## config.mk

```make
export PLATFORM = sky130hd
export DESIGN_NAME = pipeline_ctrl
export DESIGN_NICKNAME = d
export VERILOG_FILES = /design/src/rtl/pipeline_ctrl.sv
export SDC_FILE = /design/constraint.sdc
export NUM_CORES = 1
export LEC_CHECK = 0
export CORE_MARGIN = 4
export CORE_UTILIZATION = 45
export DETAILED_ROUTE_END_ITERATION = 16
export PLACE_DENSITY = 0.76
export SYNTH_ARGS = -nofsm -noshare
export SYNTH_HDL_FRONTEND = slang
export SYNTH_SLANG_ARGS = --single-unit
```

## constraint.sdc

```tcl
create_clock -name clk -period 1.8 [get_ports clk]
set_input_delay 0.36 -clock clk [delete_from_list [all_inputs] [get_ports clk]]
set_output_delay 0.36 -clock clk [all_outputs]
set_load 0.01 [all_outputs]
```

## src/rtl/pipeline_ctrl.sv

```systemverilog
// -----------------------------------------------------------------------------
// pipeline_ctrl
// Stall/flush sequencer for the five-stage MIPS pipeline.
//
// In normal operation (RUN) the per-stage stall requests pass straight through
// to the 4-bit stall vector. The inter-stage registers resolve priority
// themselves: a higher index holds and a lower index inserts a bubble.
//
// When an exception or ERET commits at MEM, the sequencer does three things:
//   1. It flushes every pipeline register.
//   2. It waits in DRAIN while an instruction-bus transaction is still
//      outstanding, so that the late response is not taken as a fetch from
//      the new PC.
//   3. It spends one REDIRECT cycle pulsing pc_redirect_valid with the target
//      it latched earlier.
// A drain that never completes is cut off after DRAIN_TIMEOUT cycles and is
// flagged in drain_timeout_err.
//
// Ports:
//   clk, rst               clock and synchronous active-high reset
//   inst_req_stall         IF waiting on the instruction bus
//   id_req_stall           load-use / operand hazard in ID
//   ex_req_stall           multi-cycle mul/div busy in EX
//   mem_req_stall          MEM waiting on the data bus
//   mem_exception          exception or ERET committed at MEM this cycle
//   mem_exception_is_eret  qualifies mem_exception as ERET
//   cp0_epc                current CP0 EPC (the ERET target)
//   inst_bus_busy          instruction-bus transaction outstanding
//   stall[3:0]             {data, exe, id, inst} stall
//   flush                  clears all pipeline registers at the next edge
//   pc_redirect_valid      one-cycle pulse: PC loads pc_redirect_addr
//   pc_redirect_addr       redirect target (holds its value between pulses)
//   stall_cycles           saturating count of stalled RUN cycles
//   drain_timeout_err      sticky drain-timeout flag
// -----------------------------------------------------------------------------
module pipeline_ctrl #(
    parameter logic [31:0] EXC_VECTOR    = 32'hBFC00380,
    parameter logic [7:0]  DRAIN_TIMEOUT = 8'd255
) (
    input  logic        clk,
    input  logic        rst,
    input  logic        inst_req_stall,
    input  logic        id_req_stall,
    input  logic        ex_req_stall,
    input  logic        mem_req_stall,
    input  logic        mem_exception,
    input  logic        mem_exception_is_eret,
    input  logic [31:0] cp0_epc,
    input  logic        inst_bus_busy,
    output logic [3:0]  stall,
    output logic        flush,
    output logic        pc_redirect_valid,
    output logic [31:0] pc_redirect_addr,
    output logic [31:0] stall_cycles,
    output logic        drain_timeout_err
);

    typedef enum logic [1:0] {
        RUN      = 2'd0,
        DRAIN    = 2'd1,
        REDIRECT = 2'd2
    } state_t;

    state_t      state_r;
    state_t      state_next_s;
    logic [7:0]  drain_cnt_r;
    logic [7:0]  drain_cnt_next_s;
    logic [31:0] target_r;
    logic [31:0] target_next_s;
    logic [31:0] new_target_s;
    logic [31:0] addr_r;
    logic [31:0] stall_cycles_r;
    logic        err_r;
    logic        timeout_s;
    logic [3:0]  stall_s;
    logic        flush_s;
    logic        redirect_s;

    assign new_target_s = mem_exception_is_eret ? cp0_epc : EXC_VECTOR;

    // Next-state and output decode for the RUN / DRAIN / REDIRECT sequencer
    always_comb begin
        state_next_s     = state_r;
        drain_cnt_next_s = drain_cnt_r;
        target_next_s    = target_r;
        timeout_s        = 1'b0;
        stall_s          = 4'b0000;
        flush_s          = 1'b0;
        redirect_s       = 1'b0;
        case (state_r)
            RUN: begin
                if (mem_exception) begin
                    // The exception wins over every stall request in the same cycle
                    flush_s          = 1'b1;
                    target_next_s    = new_target_s;
                    drain_cnt_next_s = 8'd0;
                    state_next_s     = inst_bus_busy ? DRAIN : REDIRECT;
                end else begin
                    stall_s      = {mem_req_stall, ex_req_stall, id_req_stall, inst_req_stall};
                    state_next_s = RUN;
                end
            end
            DRAIN: begin
                flush_s          = 1'b1;
                drain_cnt_next_s = drain_cnt_r + 8'd1;
                if (!inst_bus_busy) begin
                    state_next_s = REDIRECT;
                end else if (drain_cnt_next_s == DRAIN_TIMEOUT) begin
                    // The bus never went idle: give up and redirect anyway
                    timeout_s    = 1'b1;
                    state_next_s = REDIRECT;
                end else begin
                    state_next_s = DRAIN;
                end
            end
            REDIRECT: begin
                // flush stays high so that the stale IF output is dropped
                flush_s      = 1'b1;
                redirect_s   = 1'b1;
                state_next_s = RUN;
            end
            default: begin
                state_next_s = RUN;
            end
        endcase
    end

    // State register and drain counter
    always_ff @(posedge clk) begin
        if (rst) begin
            state_r     <= RUN;
            drain_cnt_r <= 8'd0;
        end else begin
            state_r     <= state_next_s;
            drain_cnt_r <= drain_cnt_next_s;
        end
    end

    // Latched redirect target, and the address register that is loaded when
    // the sequencer enters REDIRECT
    always_ff @(posedge clk) begin
        if (rst) begin
            target_r <= 32'h0000_0000;
            addr_r   <= 32'h0000_0000;
        end else begin
            target_r <= target_next_s;
            if (state_next_s == REDIRECT) begin
                addr_r <= target_next_s;
            end else begin
                addr_r <= addr_r;
            end
        end
    end

    // Sticky drain-timeout flag
    always_ff @(posedge clk) begin
        if (rst) begin
            err_r <= 1'b0;
        end else begin
            err_r <= err_r | timeout_s;
        end
    end

    // Saturating stall-cycle counter. stall_s is only nonzero in RUN when
    // there is no exception in the same cycle.
    always_ff @(posedge clk) begin
        if (rst) begin
            stall_cycles_r <= 32'h0000_0000;
        end else if ((stall_s != 4'b0000) && (stall_cycles_r != 32'hFFFF_FFFF)) begin
            stall_cycles_r <= stall_cycles_r + 32'd1;
        end else begin
            stall_cycles_r <= stall_cycles_r;
        end
    end

    assign stall             = stall_s;
    assign flush             = flush_s;
    assign pc_redirect_valid = redirect_s;
    assign pc_redirect_addr  = addr_r;
    assign stall_cycles      = stall_cycles_r;
    assign drain_timeout_err = err_r;

endmodule

```

# Word-level counts from Yosys, hierarchy flattened
# Cells that the tools add are included.
[classes]
mux = 18
bitwise = 1
add_sub_neg = 2
n_reduce_logical = 6
eq_ne = 6
[op_table]
columns = ["operator", "count"]
rows = [
  ["32-bit two-way mux", 3],
  ["32-bit by 1-bit adder with 32-bit output, second input constant", 1],
  ["32-bit inequality test, second input constant", 1],
  ["8-bit case mux with 2 select lines", 1],
  ["8-bit by 1-bit adder with 8-bit output, second input constant", 1],
  ["8-bit == test, second input constant", 1],
  ["2-bit two-way mux", 4],
  ["4-bit two-way mux", 2],
  ["8-bit two-way mux", 1],
  ["1-bit two-way mux", 5],
  ["2-bit == test, second input constant", 2],
  ["2-bit case mux with 2 select lines", 1],
  ["4-bit nonzero test", 1],
  ["2-bit by 1-bit == test with 1-bit output, second input constant", 1],
  ["2-bit logical NOT", 1],
  ["2-bit inequality test, second input constant", 1],
  ["1-bit case mux with 2 select lines", 1],
  ["2-bit AND reduction", 1],
  ["2-bit nonzero test", 1],
  ["2-bit OR reduction", 1],
  ["1-bit logical AND", 1],
  ["1-bit bitwise OR", 1],
]
[word_totals]
out_inout_bits = 71
inputBits = 41
regBits = 107

# Logic depth before layout (Yosys ltp)
# Gate-level depths: netlist (run 1).
[depth]
word_depth = 6
ltp_mapped = 9
ltp_nobuf = 7

# Worst setup path after synthesis (run 1)
# No wires, ideal clock.
[synth_path]
path_kind = "flip-flop to flip-flop"
from = "register state_r[0]"
to = "register stall_cycles_r[17] (netlist: stall_cycles[17])"
arrival_ps = 1892
path_stages_with_launch = 9
path_buffers = 1
slack_ps = -163
cell_sequence = "dfxtp_1 > inv_1 > ha_1 > nand2b_1 > nor4_2 > o31ai_2 > buf_2 > or3_1 > a21oi_1"
[synth_between]
elab_chain_cells = 4
[synth_rtl]
columns = ["item", "line", "source"]
rows = [
  ["from (decl)", "64", "state_t state_r;"],
  ["from (signal assigned)", "134", "state_r <= state_next_s;"],
  ["2-bit logical NOT", "90", "case (state_r)"],
  ["4-bit two-way mux", "90", ""],
  ["4-bit nonzero test", "169", "end else if ((stall_s != 4'b0000) && (stall_cycles_r != 32'hFFFF_FFFF)) begin"],
  ["1-bit logical AND", "169", ""],
  ["to (signal assigned)", "170", "stall_cycles_r <= stall_cycles_r + 32'd1;"],
  ["to (signal assigned)", "172", "stall_cycles_r <= stall_cycles_r;"],
  ["to (decl)", "72", "logic [31:0] stall_cycles_r;"],
]
# Every way passes these cells.
# A chain may end at the register's enable or synchronous reset.

# Final worst setup path (run 1)
[layout_path]
from = "register state_r[1]"
to = "output port stall[2]"
[layout_between]
elab_chain_cells = 2
[layout_rtl]
columns = ["item", "line", "source"]
rows = [
  ["2-bit logical NOT", "90", ""],
  ["4-bit two-way mux", "90", ""],
  ["to (decl)", "50", "output logic [3:0] stall,"],
]
# Every way passes these cells.

==> results of run 1 <==
==> flip-flops by register name, summed over array words and instances, names as in the netlist <==
signal	flops
pc_redirect_addr	32
state_r	2
drain_cnt_r	8
stall_cycles	32
target_r	32
drain_timeout_err	1
==> logic make-up after synthesis <==
family          after synthesis  share of synthesized area [%]
xor+xnor                      9                          1.666
buf+inv                      43                          3.860
simple gates                275                          30.96
mux                           3                         0.6610
fa+ha+maj                     7                          1.851
flops                       107                          45.27
compound gates              129                          15.73
==> what timing repair did <==
action / CTS / global route
gates cloned: 3 / 5
gates resized for setup: 71 / 93
buffers inserted: 14 / 5
pin swaps: 14 / 25
endpoints found under the setup margin: 70 / 82
==> where the power goes <==
part | total (mW) | internal (mW) | switching [mW]
Combinational | 0.778 | 0.416 | 0.362
Sequential | 2.49 | 2.45 | 0.0416
Clock | 1.47 | 0.583 | 0.883
==> path summary, 6_finish.rpt <==
path / start / endpoint / depth (start not counted) / slack, ns
setup / recovery: state_r[1] / stall[2] / 7 / -0.12
hold / removal: target_r[18] / target_r[18] / 2 / 0.47
setup reg to reg: state_r[0] / stall_cycles[9] / 8 / -0.12
hold reg to reg: target_r[18] / target_r[18] / 2 / 0.47
==> worst max-delay path: stages (launching register included) <==
cell	delay (ns)
dfxtp_2	0.35
inv_2	0.05
ha_4	0.17
nor2b_4	0.14
buf_6	0.13
buf_6	0.10
and2_4	0.15
buf_6	0.11
==> through the flow <==
step	utilization (%)	power [mW]	std cells	cell area [um2]	TNS, ns
detailed placement	64.69	3.147	873	6649	-24.54
global route	73.25	4.928	915	7528	-7.048
floorplan	-	2.821	573	4800	-0.003981
CTS	70.15	4.684	906	7209	-2.035
global placement	64.69	3.134	873	6649	-21.71
finish	73.25	4.735	915	7528	-1.720
==> final cells by class <==
type	count	area [um2]
fillers	751	2749
clock inverters	6	67.56
multi-input cells	424	2740
repair buffers	222	2185
well taps	136	170.2
clock buffers	10	137.6
inverters	10	37.54
flip-flops and latches	107	2191
==> routing by layer <==
layer | global-route usage (%) | wire length [um]
met1 | 27.73 | 6363
met3 | 2.904 | 490
met4 | 7.061 | 364
met2 | 39.44 | 7477
met5 | 0 | 0
==> cell usage in the layout, fill, tap and decap left out, types with 5 or more instances in the layout <==
| master | count |
|---|---|
| a21oi_1 | 46 |
| and2_4 | 6 |
| buf_12 | 7 |
| buf_4 | 85 |
| buf_6 | 16 |
| clkbuf_8 | 10 |
| clkdlybuf4s50_1 | 97 |
| dfxtp_1 | 74 |
| dfxtp_2 | 30 |
| dlymetal6s2s_1 | 5 |
| inv_1 | 6 |
| nand2_1 | 71 |
| nand2b_1 | 33 |
| nand3_1 | 31 |
| nand4_1 | 8 |
| nor2_1 | 38 |
| nor3_1 | 18 |
| nor3b_1 | 13 |
| o21ai_0 | 20 |
| o21ai_1 | 29 |
| o21ai_2 | 6 |
| or3_1 | 12 |
| or3_4 | 5 |
| xor2_1 | 6 |
==> reports/qor.txt, run 1 <==
Top cell type's share of synthesized area - 45.27%
Post-DRT Antenna Nets - 0
Final Max Tran Viols - 0
DRC Markers - 0
Final setup margin - -0.1187 ns
I/O pins - 112
Critical path capture point type - primary output
Fmax - 521.2 MHz
Global-route wire length before repair - 22840 um
Distinct cells, synth - 48
Most used DFF post-synth - dfxtp_1
Final Wtd Congestion - 0.8802
Largest net degree at the start of global routing - 33
Leading area contributor after synthesis - dfxtp_1
Post-synth top cells - dfxtp_1, nand2_1, o21ai_0, a21oi_1, nor2_1
Post-Route WL - 14700 um
Synth Net Count - 621
PortBufs - 111
Initial antenna violation count - 0
Status - finished with violations
Die Wd - 110.5 um
Clk Latency, worst-skew pair - 0.37 ns
P per Cell Area - 628.9 mW/mm2
TritonCTS buffer count - 9
Most frequent cell after synthesis - dfxtp_1
Pre-CTS WS - -0.5625 ns
Num rows - 37
Vias in the first global route - 4728
Antenna diodes - 0
Initial core utilization - 46.04%
Fraction of layout cells with a size suffix above 1 - 29.65%
Hold_buf cts - 0
Area contributors post-synth - dfxtp_1, nand2_1, o21ai_0, a21oi_1, nand2b_1
Yosys Warn Count - 0
Critical Path Fanout Max - 3
Wire length per cell - 16.06 um
Max VDD drop - 0.0004019 V
Core area - 0.01028 mm2
Critical path type - flip-flop to primary output
Final #Nets - 822
DPL Wire Length - 9492 um
Total number of vias - 4937
Vias/cell - 5.396
EDFF count, synth - 0
Startpoint class of the critical path - flip-flop
Clk sinks - 107
Failing checks - negative setup slack
Async set-or-reset flop fraction in the synthesized netlist - 0%
Setup Viol. Count Final - 46
Reg clk slew, reported paths - 0.10 ns
Hold Vio Cnt, Final - 0
Avg Inst Size Synth - 8.258 um2
Clock skew - 0.02184 ns
Sequential fraction of the synthesis area - 45.27%
Worst EP required - 1.44 ns
Htree depth - 3
Worst hold path type - flip-flop to flip-flop
Global route total overflow - 0
CTS max path bufs - 2
Yosys reg bits - 107
Fin crit share - 106.6%
GRT Total Usage - 22.18%
Synthesis-to-layout area growth - 59.10%
Post-Syn Area - 0.004732 mm2
Final min period - 1.919 ns
Die height - 110.5 um
Max-cap violations - 0
Arrival time at the worst endpoint - 1.56 ns
Normalized max-slew margin - 65.62%
First-iteration detailed-routing DRC count - 180
Die area - 0.01222 mm2
RSZ-0062 raised after global routing - yes
Root Driver - clkbuf_8
Cells after Synth - 573
Drt first pass iters - 4
P_leak - 2.785 nW
Hold slack - 0.4681 ns
Least-Margin Pin Slew - 0.5157 ns
TritonCTS clock tree - yes
(Power assumes the default switching activity.)
==> inputs of run 2 (changes only) <==
--- a/config.mk
+++ b/config.mk
@@ -8,6 +8,7 @@
 export CORE_MARGIN = 4
 export CORE_UTILIZATION = 45
 export DETAILED_ROUTE_END_ITERATION = 16
+export MAX_ROUTING_LAYER = met4
 export PLACE_DENSITY = 0.76
 export SYNTH_ARGS = -nofsm -noshare
 export SYNTH_HDL_FRONTEND = slang
==> run 2 against run 1 <==
Effect of this change:
- the flow still finishes with violations (negative setup slack)
- sequential share of layout area fell by 1.2 points
- critical path depth up 2
- clock power is essentially flat
- wire length up 10%
- combinational power grew 8.6%
- first-iteration DRC count increased by 110%
==> reports/qor.txt, run 2 (same netlist as run 1, synthesis figures left out) <==
Initial antenna violation count - 0 (unchanged)
CP most frequent cell - buf_12
Largest net degree at the start of global routing - 33 (unchanged)
Clk sinks - 107 (unchanged)
Worst hold path type - flip-flop to flip-flop
Clock skew - 0.01459 ns (-0.007254 ns)
CTS max path bufs - 2 (unchanged)
Global-route wire length before repair - 23540 um (+3.0%)
Final instance area - 0.007858 mm2 (+4.4%)
Hold Vio Cnt, Final - 0 (unchanged)
Most Crowded Layer GR - met2
Max-cap violations - 0 (unchanged)
Hold path startpoint - pc_redirect_addr[25]
Normalized max-slew margin - 68.05% (+2.4 points)
DRC Markers - 0 (unchanged)
Clk Latency, worst-skew pair - 0.36 ns (about the same)
Fmax - 512.6 MHz (-1.7%)
Vias in the first global route - 4863 (+2.9%)
Setup Viol. Count Final - 60 (+30%)
Antenna diodes - 0 (unchanged)
Crit-path cells - ha_4 > xnor2_2 > or3_4 > o31ai_4 > buf_12 > buf_12 > clkbuf_16 > nand2_2 > o21ai_1
Fraction of layout cells with a size suffix above 1 - 35.15% (+5.5 points)
Drt first pass iters - 5 (+1)
Final min period - 1.951 ns (+0.03228 ns)
FF+latch area - 0.002193 mm2 (+0.11%)
DPL Wire Length - 9652 um (+1.7%)
Final #Nets - 834 (+1.5%)
Final setup margin - -0.1510 ns (-0.03228 ns)
Reg2reg start - drain_cnt_r[1]
RSZ-0062 raised after global routing - yes
Multi-input logic area - 0.002945 mm2 (+7.5%)
P_leak - 3.061 nW (+9.9%)
Critical path type - flip-flop to flip-flop
Final Max Tran Viols - 0 (unchanged)
Critical Path Fanout Max - 7 (+4)
PortBufs - 111 (unchanged)
M3 GR Usage - 2.740% (-0.16 points)
Critical path origin - drain_cnt_r[1]
Final Wtd Congestion - 0.8890 (+1.0%)
Core area - 0.01028 mm2 (unchanged)
First-iteration detailed-routing DRC count - 386 (+110%)
I/O pins - 112 (unchanged)
Total number of vias - 5105 (+3.4%)
Placed inst area - 0.006654 mm2 (about the same)
Die area - 0.01222 mm2 (unchanged)
Slowest-stage cell, CP - dfxtp_4
Core Util, Final - 76.45% (+3.2 points)
Top delay family on crit path - buffers and inverters
Reg clk slew, reported paths - 0.12 ns (+0.02 ns)
Die Wd - 110.5 um (unchanged)
GRT Total Usage - 23.41% (+1.2 points)
Commonest non-fill, non-tap cell in the layout - buf_4
TritonCTS clock tree - yes
GRT met2 Usage - 40.09% (+0.65 points)
Slowest stage delay, CP - 0.38 ns (+0.03 ns)
Wire length per cell - 17.45 um (+8.6%)
Synthesis-to-layout area growth - 66.05%
Num rows - 37 (unchanged)
Status - finished with violations
Initial core utilization - 46.04% (unchanged)
Htree depth - 3 (unchanged)
GRT met1 Usage - 28.74% (+1.0 points)
Vias/cell - 5.507 (+2.1%)
Post-DRT Antenna Nets - 0 (unchanged)
Startpoint class of the critical path - flip-flop
Arrival time at the worst endpoint - 2.25 ns (+0.69 ns)
Failing checks - negative setup slack
Most frequent cells in the layout - buf_4, clkdlybuf4s50_1, dfxtp_1
Critical path capture point type - flip-flop
Critical path buffer and inverter count - 3 (-1)
# fillers - 707 (-5.9%)
Die height - 110.5 um (unchanged)
Fin crit share - 108.4% (+1.8 points)
P per Cell Area - 612.2 mW/mm2 (-2.7%)
Max VDD drop - 0.0003996 V (-0.57%)
TritonCTS buffer count - 9 (unchanged)
Least-Margin Pin Slew - 0.4756 ns (-0.04011 ns)
Global route total overflow - 0 (unchanged)
# placed instances - 877 (+0.46%)
Root Driver - clkbuf_8
Post-Layout Cell Count - 927 (+1.3%)
Post-Route WL - 16170 um (+10%)
Worst EP required - 2.10 ns (+0.66 ns)
==> run 2: changes by cell type in the layout (fill, tap and decap cells not counted), moves of 3 or more <==
cell,before,now
o21ai_2,6,17
nand2_2,1,14
buf_4,85,97
buf_6,16,13
and2_1,2,5
and2_4,6,3
nand2_1,71,48
clkbuf_16,3,7
inv_8,0,3
o21ai_1,29,20
nand2_4,2,12
==> run 2: worst paths after layout <==
path	cells after the start	endpoint	slack, ns
max reg2reg	9	pc_redirect_addr[1]	-0.15
min reg2reg	2	pc_redirect_addr[25]	0.47
min	2	pc_redirect_addr[25]	0.47
max	9	pc_redirect_addr[1]	-0.15
==> run 2: final cells by class <==
| cell class | instances | share of cell area (%) |
|---|---|---|
| well taps | 136 | 2.166 |
| flip-flops and latches | 107 | 27.91 |
| inverters | 10 | 0.4777 |
| clock inverters | 6 | 0.7643 |
| repair buffers | 234 | 29.44 |
| multi-input cells | 424 | 37.48 |
| clock buffers | 10 | 1.752 |
==> run 2: worst register-to-register path: stages, from the launching register on <==
cell and delay [ns]:
dfxtp_4 0.38, ha_4 0.17, xnor2_2 0.12, or3_4 0.36
o31ai_4 0.31, buf_12 0.20, buf_12 0.12, clkbuf_16 0.13
nand2_2 0.04, o21ai_1 0.07
==> run 2: power by group <==
part           leakage [nW]  switching (mW)  internal (mW)
Clock                 0.103           0.893          0.585
Sequential            0.887          0.0397           2.45
Combinational          2.07           0.404          0.441
==> run 2: metal layers <==
layer | vias up | routed length [um]
met5 | - | 0
met4 | 0 | 464
met3 | 42 | 487
met2 | 141 | 8283
met1 | 2486 | 6937
li1 | 2436 | -
==> run 2: timing repair <==
item / in CTS / in global routing
gates cloned: 3 / 9
endpoints found under the setup margin: 70 / 73
gates resized for setup: 88 / 115
pin swaps: 24 / 38
hold buffers: 0 / 0
setup buffers: 14 / 10
endpoints found under the hold margin: 0 / 0
==> run 2: metrics by stage <==
stage               setup TNS [ns]  setup slack (ns)  hold WS (ns)  total power, mW
floorplan                -0.003981         -0.003981        0.4359            2.821
detailed placement          -25.10           -0.6037        0.4485            3.144
finish                      -4.853           -0.1510        0.4749            4.810
CTS                         -2.539          -0.09285        0.4320            4.671
global placement            -21.73           -0.5120        0.4436            3.131
global route                -8.345           -0.2134        0.4859            4.998
==> inputs of run 3 (changes only) <==
--- a/config.mk
+++ b/config.mk
@@ -8,6 +8,7 @@
 export CORE_MARGIN = 4
 export CORE_UTILIZATION = 45
 export DETAILED_ROUTE_END_ITERATION = 16
+export GPL_TIMING_DRIVEN = 0
 export MAX_ROUTING_LAYER = met4
 export PLACE_DENSITY = 0.76
 export SYNTH_ARGS = -nofsm -noshare
==> run 3 against run 2 <==
Effect of this change:
- largest power group unchanged
- the run still ends with negative setup slack left
- critical path depth is 3 lower
- design area is 7.4% lower
- via count is 1.5% lower
- die area stayed put
- wire length is 3.7% lower
- critical endpoint is now stall_cycles[1]
==> reports/qor.txt, run 3 (same netlist as run 1, synthesis figures left out) <==
TritonCTS buffer count - 9 (unchanged)
Most frequent cells in the layout - clkdlybuf4s50_1, nand2_1, dfxtp_1
Failing checks - negative setup slack
Post-DRT Antenna Nets - 0 (unchanged)
Worst EP required - 2.05 ns (-0.05 ns)
Core area - 0.01028 mm2 (unchanged)
Max-cap violations - 0 (unchanged)
Setup Viol. Count Final - 64 (+6.7%)
Max VDD drop - 0.0004885 V (+22%)
CTS max path bufs - 2 (unchanged)
DPL Wire Length - 9599 um (-0.56%)
Combinational share of power - 15.2% (-2.4 points)
Worst hold path type - flip-flop to flip-flop
Hold_buf cts - 0 (unchanged)
Htree depth - 3 (unchanged)
Startpoint class of the critical path - flip-flop
Final #Nets - 802 (-3.8%)
Critical path capture point type - flip-flop
Crit-path cells - nand4_1 > or4_4 > o31ai_4 > buf_6 > mux2i_1 > nor2_1
Fmax - 498.0 MHz (-2.8%)
Placed inst area - 0.006071 mm2 (-8.8%)
Final Max Tran Viols - 0 (unchanged)
RSZ-0062 raised after global routing - yes
Reg clk slew, reported paths - 0.11 ns (about the same)
First-iteration detailed-routing DRC count - 325 (-16%)
P per Cell Area - 637.9 mW/mm2 (+4.2%)
Vias/cell - 5.617 (+2.0%)
Clk sinks - 107 (unchanged)
Hold Vio Cnt, Final - 0 (unchanged)
Fraction of layout cells with a size suffix above 1 - 24.90% (-10 points)
Net Sw Power - 1.316 mW (-1.6%)
Status - finished with violations
Commonest non-fill, non-tap cell in the layout - clkdlybuf4s50_1
Root Driver - clkbuf_8
Die Wd - 110.5 um (unchanged)
Final min period - 2.008 ns (+0.05693 ns)
Critical path type - flip-flop to flip-flop
Arrival time at the worst endpoint - 2.26 ns (about the same)
Vias in the first global route - 4882 (+0.39%)
P_leak - 2.623 nW (-14%)
PortBufs - 110 (-0.90%)
Fin crit share - 111.6% (+3.2 points)
Final setup margin - -0.2079 ns (-0.05693 ns)
Initial antenna violation count - 0 (unchanged)
Final Wtd Congestion - 0.8637 (-2.8%)
Slowest-stage cell, CP - or4_4
Die area - 0.01222 mm2 (unchanged)
Normalized max-slew margin - 59.54% (-8.5 points)
Final instance area - 0.007278 mm2 (-7.4%)
Global route total overflow - 0 (unchanged)
DRC Markers - 0 (unchanged)
Post-Route WL - 15570 um (-3.7%)
# placed instances - 819 (-6.6%)
Seq pwr share - 53.2% (+1.5 points)
Total number of vias - 5027 (-1.5%)
# fillers - 791 (+12%)
GRT Total Usage - 23.69% (+0.28 points)
Initial core utilization - 46.04% (unchanged)
Hold slack - 0.4667 ns (-0.008180 ns)
Die height - 110.5 um (unchanged)
Drt first pass iters - 5 (unchanged)
Power share of the clock group - 31.7% (+1.0 points)
Internal - 3.327 mW (-4.2%)
I/O pins - 112 (unchanged)
Largest net degree at the start of global routing - 21 (-36%)
Critical Path Fanout Max - 5 (-2)
Least-Margin Pin Slew - 0.6028 ns (+0.1272 ns)
TritonCTS clock tree - yes
Slowest stage delay, CP - 0.65 ns (+0.27 ns)
Clock skew - 0.01265 ns (-0.001939 ns)
Antenna diodes - 0 (unchanged)
Clk Latency, worst-skew pair - 0.38 ns (+0.02 ns)
Sw Ratio - 28.35% (+0.55 points)
Global-route wire length before repair - 23740 um (+0.85%)
Num rows - 37 (unchanged)
Wire length per cell - 17.40 um (-0.27%)
Post-Layout Cell Count - 895 (-3.5%)
Synthesis-to-layout area growth - 53.81%
-- run 3: cell types whose count changed in the layout (fill, tap and decap cells not counted), moves of 5 or more --
cell | previous run | this run
buf_12 | 8 | 3
buf_4 | 97 | 45
clkbuf_1 | 0 | 16
dfxtp_2 | 29 | 18
dfxtp_4 | 4 | 18
nand2_1 | 48 | 73
nand2_2 | 14 | 0
nand2_4 | 12 | 1
o21ai_0 | 18 | 25
o21ai_1 | 20 | 27
o21ai_2 | 17 | 4
-- run 3: area by class of cell --
cell class	count	area (um2)	share of cell area, %
Timing Repair Buffer	170	1642	22.55
Tap cell	136	170.2	2.338
Multi-Input combinational cell	424	2741	37.67
Clock buffer	9	123.9	1.702
Inverter	10	37.54	0.5157
Sequential cell	107	2232	30.67
Buffer	32	260.3	3.576
Clock inverter	7	71.32	0.9799
-- run 3: final timing paths --
| check | from | endpoint | slack (ns) | cells past startpoint |
|---|---|---|---|---|
| min reg2reg | target_r[10] | target_r[10] | 0.47 | 2 |
| max reg2reg | stall_cycles[14] | stall_cycles[1] | -0.21 | 6 |
| max | stall_cycles[14] | stall_cycles[1] | -0.21 | 6 |
| min | target_r[10] | target_r[10] | 0.47 | 2 |
-- run 3: metal layers --
layer	track usage, %	wire, um	vias up
met5	-	0	-
met4	7.471	445	0
met3	4.000	708	36
met2	40.53	7936	198
met1	28.46	6481	2425
li1	-	-	2368
-- run 3: worst max-delay path, delay by kind of cell (launching register included) --
kind	cells	cell delay (ns)
simple gates	3	0.88
flops	1	0.35
compound gates	1	0.31
buf+inv	1	0.18
mux	1	0.17
-- run 3: power groups by stage --
| stage | logic [mW] | registers (mW) | clock network [mW] |
|---|---|---|---|
| final | 0.705 | 2.47 | 1.47 |
| after global routing | 0.759 | 2.48 | 1.57 |
| after CTS | 0.656 | 2.47 | 1.48 |
| after detailed placement | 0.554 | 2.54 | 0 |
| after global placement | 0.542 | 2.54 | 0 |
| after floorplan | 0.267 | 2.55 | 0 |
-- run 3: what timing repair did --
| action | in CTS | in global routing |
|---|---|---|
| setup endpoints to repair | 100 | 87 |
| resized for setup | 145 | 51 |
| setup buffers | 36 | 20 |
| cloned | 4 | 2 |
| pin swaps | 31 | 35 |
-- run 3: stage by stage --
| stage | setup WS, ns | TNS (ns) | util [%] | power [mW] |
|---|---|---|---|---|
| floorplan | -0.003981 | -0.003981 | - | 2.821 |
| global placement | -1.056 | -44.48 | 59.07 | 3.083 |
| detailed placement | -1.096 | -48.82 | 59.07 | 3.098 |
| CTS | -0.09144 | -2.582 | 67.04 | 4.611 |
| global route | -0.2476 | -10.62 | 70.82 | 4.808 |
| finish | -0.2079 | -7.165 | 70.82 | 4.643 |
